--- config.mk ---
export PLATFORM = sky130hd
export DESIGN_NAME = bw_pipe
export DESIGN_NICKNAME = d
export VERILOG_FILES = /design/src/rtl/bw_pipe.sv
export SDC_FILE = /design/constraint.sdc
export NUM_CORES = 1
export LEC_CHECK = 0
export BUFFER_PORTS_ARGS = -buffer_cell sky130_fd_sc_hd__buf_2
export CORE_MARGIN = 1
export CORE_UTILIZATION = 49
export CTS_BUF_LIST = sky130_fd_sc_hd__clkbuf_16
export CTS_CLUSTER_SIZE = 16
export DETAILED_ROUTE_END_ITERATION = 12
export PLACE_DENSITY = 0.75
export SETUP_SLACK_MARGIN = 0.1
export SKIP_LAST_GASP = 1
export SLEW_MARGIN = 20
export SYNTH_ARGS = -nofsm -noshare
export SYNTH_HDL_FRONTEND = slang
export SYNTH_SLANG_ARGS = --single-unit
--- constraint.sdc ---
create_clock -name clk -period 2.05 [get_ports clk]
set_clock_uncertainty 0.2 [all_clocks]
set_input_delay 0.3075 -clock clk [delete_from_list [all_inputs] [get_ports clk]]
set_output_delay 0.3075 -clock clk [all_outputs]
set_load 0.02 [all_outputs]
--- src/rtl/bw_pipe.sv ---
// Backward-registered two-entry valid/ready slice: every output (s_ready,
// m_valid, m_data, count) comes straight from a flop, cutting the ready path.
module bw_pipe #(
    parameter int WD = 8
) (
    input  logic          clk,
    input  logic          rst,
    input  logic          s_valid,
    input  logic [WD-1:0] s_data,
    output logic          s_ready,
    output logic          m_valid,
    output logic [WD-1:0] m_data,
    input  logic          m_ready,
    output logic [1:0]    count
);

    typedef enum logic [1:0] {
        EMPTY = 2'd0,
        BUSY  = 2'd1,
        FULL  = 2'd2
    } state_t;

    state_t        state_q, state_d;
    logic [WD-1:0] out_q, skid_q;
    logic          m_valid_q, s_ready_q;

    logic push, pop;
    logic load_out, out_from_skid, load_skid;

    assign push = s_valid & s_ready_q;
    assign pop  = m_valid_q & m_ready;

    always_comb begin
        state_d       = state_q;
        load_out      = 1'b0;
        out_from_skid = 1'b0;
        load_skid     = 1'b0;
        unique case (state_q)
            EMPTY: begin
                if (push) begin
                    load_out = 1'b1;
                    state_d  = BUSY;
                end
            end
            BUSY: begin
                if (push && pop) begin
                    load_out = 1'b1;
                end else if (push) begin
                    load_skid = 1'b1;
                    state_d   = FULL;
                end else if (pop) begin
                    state_d = EMPTY;
                end
            end
            FULL: begin
                // s_ready is low here, so only the drain side can move
                if (pop) begin
                    load_out      = 1'b1;
                    out_from_skid = 1'b1;
                    state_d       = BUSY;
                end
            end
            default: state_d = EMPTY;
        endcase
    end

    always_ff @(posedge clk) begin
        if (rst) begin
            state_q   <= EMPTY;
            out_q     <= '0;
            skid_q    <= '0;
            m_valid_q <= 1'b0;
            s_ready_q <= 1'b0;
        end else begin
            state_q <= state_d;
            if (load_out)
                out_q <= out_from_skid ? skid_q : s_data;
            if (load_skid)
                skid_q <= s_data;
            // Handshake flags are registered from next-state, so they line up
            // with the occupancy the flops will hold after this edge.
            m_valid_q <= (state_d != EMPTY);
            s_ready_q <= (state_d != FULL);
        end
    end

    assign s_ready = s_ready_q;
    assign m_valid = m_valid_q;
    assign m_data  = out_q;
    assign count   = state_q;

endmodule

## Yosys cells after proc, flatten, opt, wreduce, memory -nomap -nowiden

Cells that the tools add are included.

- Register bits: 20
- Word-level logic and storage cells: 27
- Output and inout port bits: 12

- Muxes and demuxes: 14
- Reductions and logical operators: 3
- Bitwise logic cells: 2
- Equality and inequality tests: 3

Operators by type and width:

| kind | number |
|---|---|
| $mux W2 | 5 |
| $mux W8 | 1 |
| $mux W1 | 6 |
| $pmux W2 S3 | 1 |
| $pmux W1 S3 | 1 |
| $and A1 B1 Y1 | 2 |
| $eq A2 B1 Y1 const B | 1 |
| $eq A2 B2 Y1 const B | 1 |
| $logic_not A2 Y1 | 1 |
| $ne A2 B2 Y1 const B | 1 |
| $reduce_bool A2 Y1 | 1 |
| $logic_and A1 B1 Y1 | 1 |

## Logic depth before layout (Yosys ltp)

- Depth after elaboration: 6
- Mapped depth: 6
- Depth with buffers taken out: 4

## Worst setup path after synthesis

Ideal clock, no wire load.

- Path kind: flip-flop to flip-flop
- Start point: register state_q[1], in the netlist count[1]
- End point: register out_q[4], in the netlist m_data[4]
- Slack: 0.387 ns
- Period minus slack after synthesis: 1.663 ns
- Cell stages (with the launch flop): 7
- Setup time: 0.079 ns
- Arrival time: 1.384 ns
- Required time: 1.771 ns
- Cell sequence: dfxtp_1 nand4b_1 buf_6 o211ai_4 buf_12 nor2_2 a211oi_2

- Word-level cells in the longest chain between the ends: 3
- Elaborated cells between the ends (all ways): 6

RTL lines:

| element | RTL line | source |
|---|---|---|
| from (decl) | 23 | `state_t state_q, state_d;` |
| from (signal assigned) | 75 | `state_q <= state_d;` |
| $eq A2 B2 Y1 | 38 | `unique case (state_q)` |
| $mux W1 | 38 |  |
| $mux W8 | 77 | `out_q <= out_from_skid ? skid_q : s_data;` |
| to (signal assigned) | 77 |  |
| to (decl) | 24 | `logic [WD-1:0] out_q, skid_q;` |

Several ways; a longest one is shown, not always the timed one.
A chain may end at the register's enable or synchronous reset.

## Final worst setup path

- Start point: register state_q[0], in the netlist count[0]
- End point: register skid_q[6]

- Word-level cells in the longest chain between the ends: 2

RTL lines:

| element | RTL line | source |
|---|---|---|
| $eq A2 B1 Y1 | 38 |  |
| $mux W1 | 38 |  |
| to (signal assigned) | 79 | `skid_q <= s_data;` |
| to (decl) | 24 |  |

No other way between the ends.

==> summary.txt <==
Status
  – Outcome: finished, final reports clean

Placement
  – Routability Congestion: 0.811
  – Post-Place Cell Area: between 900 and 1000 sq um
  – Cell count after placement: 125
  – IO buf count: 23
  – Detailed placer's ending HPWL: 1.13 mm
  – Pre-CTS setup slack: 0.340 ns

Route
  – Drt first pass iters: 6
  – Number of remaining DRC errors: 0
  – Vias after detailed routing: 678
  – ANT nets after route: 0
  – Total Wirelength: 1.59 mm
  – DRT iter0 DRCs: 4
  – Routed WL per cell: 12.4 um
  – Vias/cell: 5.26

Synthesis
  – Yosys Warn Count: 0
  – Syn nets: 93
  – Synth Instances: 81
  – Distinct cells, synth: 21
  – Synth area leaders: dfxtp_1 46%, mux2i_1 19%, a211oi_1 6.9%
  – Synth top area share: 45.8%
  – Sequential area share after synthesis: between 40 and 50%
  – #FFs+latches synth: 20
  – Post-Syn Area per Cell: 10.8 sq um
  – Cell taking the most area after synthesis: dfxtp_1
  – Post-synthesis cell area: 875 sq um

Die
  – I/O pin cnt: 24
  – Die X: 44.2 um
  – Die Y: around 44 um
  – Row count: 14
  – Die area: 1960 sq um
  – Core footprint: between 1500 and 2000 sq um
  – Initial Util: around 55%

CTS
  – Clock sinks: 20
  – Root Driver: clkbuf_16
  – H-tree depth: 1
  – Reg clk slew, reported paths: 0.05 ns
  – Clock latency on the worst-skew pair: 0.25 ns
  – Post-CTS Setup Repair Bufs: 0
  – CTS buffer count: 3
  – Post-CTS resize count: 0
  – # hold bufs at CTS: 0
  – CTS tree: done
  – Clock Tree Buf Depth: 2

Global routing
  – Initial antenna violation count: 0
  – First-pass GRT wire length: 2.45 mm
  – Largest net degree at the start of global routing: 21
  – Vias in the first global route: 564
  – GRT Total Usage: 17.6%
  – GRT Residual Overflow: 0

Critical path
  – CP Class: flop to flop
  – Worst Path Arrival: 1.62 ns
  – Crit Path Max Fanout: 8
  – Crit path capture type: flop
  – Worst Path Required: 1.98 ns
  – Crit start category: flop

Timing
  – Final setup viols: 0
  – Fmax: 0.589 GHz
  – Setup TNS: 0 ns
  – Worst-Margin Slew: 0.501 ns
  – Fin crit share: roughly 83%
  – RSZ-0062 raised after global routing: false
  – Final Max Slew Viols: 0
  – Min setup slack post-route: 0.353 ns
  – Final Hold Viols: 0
  – Worst slew margin: 66.4%
  – Tmin final: 1.70 ns

Min path
  – Hold/Removal Path Class: input port to flop

Finish
  – Post-layout nets: 118
  – Most frequent cells in the layout: 23 x buf_2, 20 x dfxtp_1, 17 x mux2i_1
  – Antenna diodes: 0
  – Finished Layout Cells: around 130
  – Design area: approximately 1100 sq um
  – Share of layout cells above drive strength 1: 33.3%
  – Most common cell after layout, fill and taps aside: buf_2
  – Synth-to-Final Area Change: 22.0%

Pwr
  – Leakage power: 0.544 nW
  – Peak VDD IR: 0.000493 V
  – PD cells: 911 nW/um^2

Job
  – Number of max-cap violations: 0
==> worst max-delay path, stage by stage (launching register included) <==
cell and delay (ns):
dfxtp_1 0.40, a21boi_0 0.43, nand2_2 0.27, mux2i_1 0.22, nor2_1 0.05
==> path summary, 6_finish.rpt <==
check	startpoint	endpoint	slack, ns	depth (start not counted)
max	count[0]	skid_q[6]	0.35	4
min reg2reg	m_data[1]	m_data[1]	0.30	2
min	s_data[2]	skid_q[2]	0.11	3
max reg2reg	count[0]	skid_q[6]	0.35	4
==> state kept, by name (all words and copies together), names as in the netlist <==
name	cells
count	2
skid_q	8
m_valid	1
m_data	8
s_ready	1
==> area by class of cell <==
type	instances	area [sq um]
fillers	137	527
multi-input cells	57	435
flip-flops and latches	20	400
repair buffers	24	123
clock buffers	3	75.1
well taps	24	30.0
clock inverters	1	3.75
==> synthesized netlist by cell type (all sizes together) <==
cell type and count:
nor2b 1, nand4b 1, nand4bb 1, and3b 1
a211oi 10, nor2 18, dfxtp 20, nand2 2
a21oi 1, buf 2, xor2 1, a21boi 1
clkbuf 2, mux2i 17, nand4 1, o211ai 1
o21a 1
==> per-layer routing <==
layer	part of all wire, %	track usage (%)	wire length, um
met1	45	21.8	717
met2	51	27.6	819
met3	2.3	4.08	37
met4	1.2	10.9	19
met5	0	0	0
==> report_power, final <==
part	leakage [nW]	internal (mW)	switching, mW	total (mW)
Combinational	0.342	0.0591	0.0854	0.145
Clock	0.0385	0.259	0.136	0.395
Sequential	0.164	0.414	0.0180	0.432
==> logic make-up (layout without fill, tap and decap cells) <==
| kind of cell | count (synthesis) | in the layout | share of synthesized area [%] |
|---|---|---|---|
| AOI/OAI and AO/OA | 14 | 14 | 14.4 |
| muxes | 17 | 17 | 19.5 |
| xor gates and xnor gates | 1 | 1 | 1.00 |
| and+or+nand+nor | 25 | 25 | 14.9 |
| DFF | 20 | 20 | 45.8 |
| buffers and inverters | 4 | 28 | 4.44 |
==> stage by stage <==
step	utilization (%)	total power, mW	hold WS, ns
6_report	67.0	0.972	0.106
5_1_grt	67.0	1.01	0.123
3_3_place_gp	62.0	0.582	0.273
4_1_cts	67.0	0.979	0.107
3_5_place_dp	62.0	0.586	0.287
2_1_floorplan	-	0.546	0.251
No activity file was read; power rests on OpenSTA's default activity.
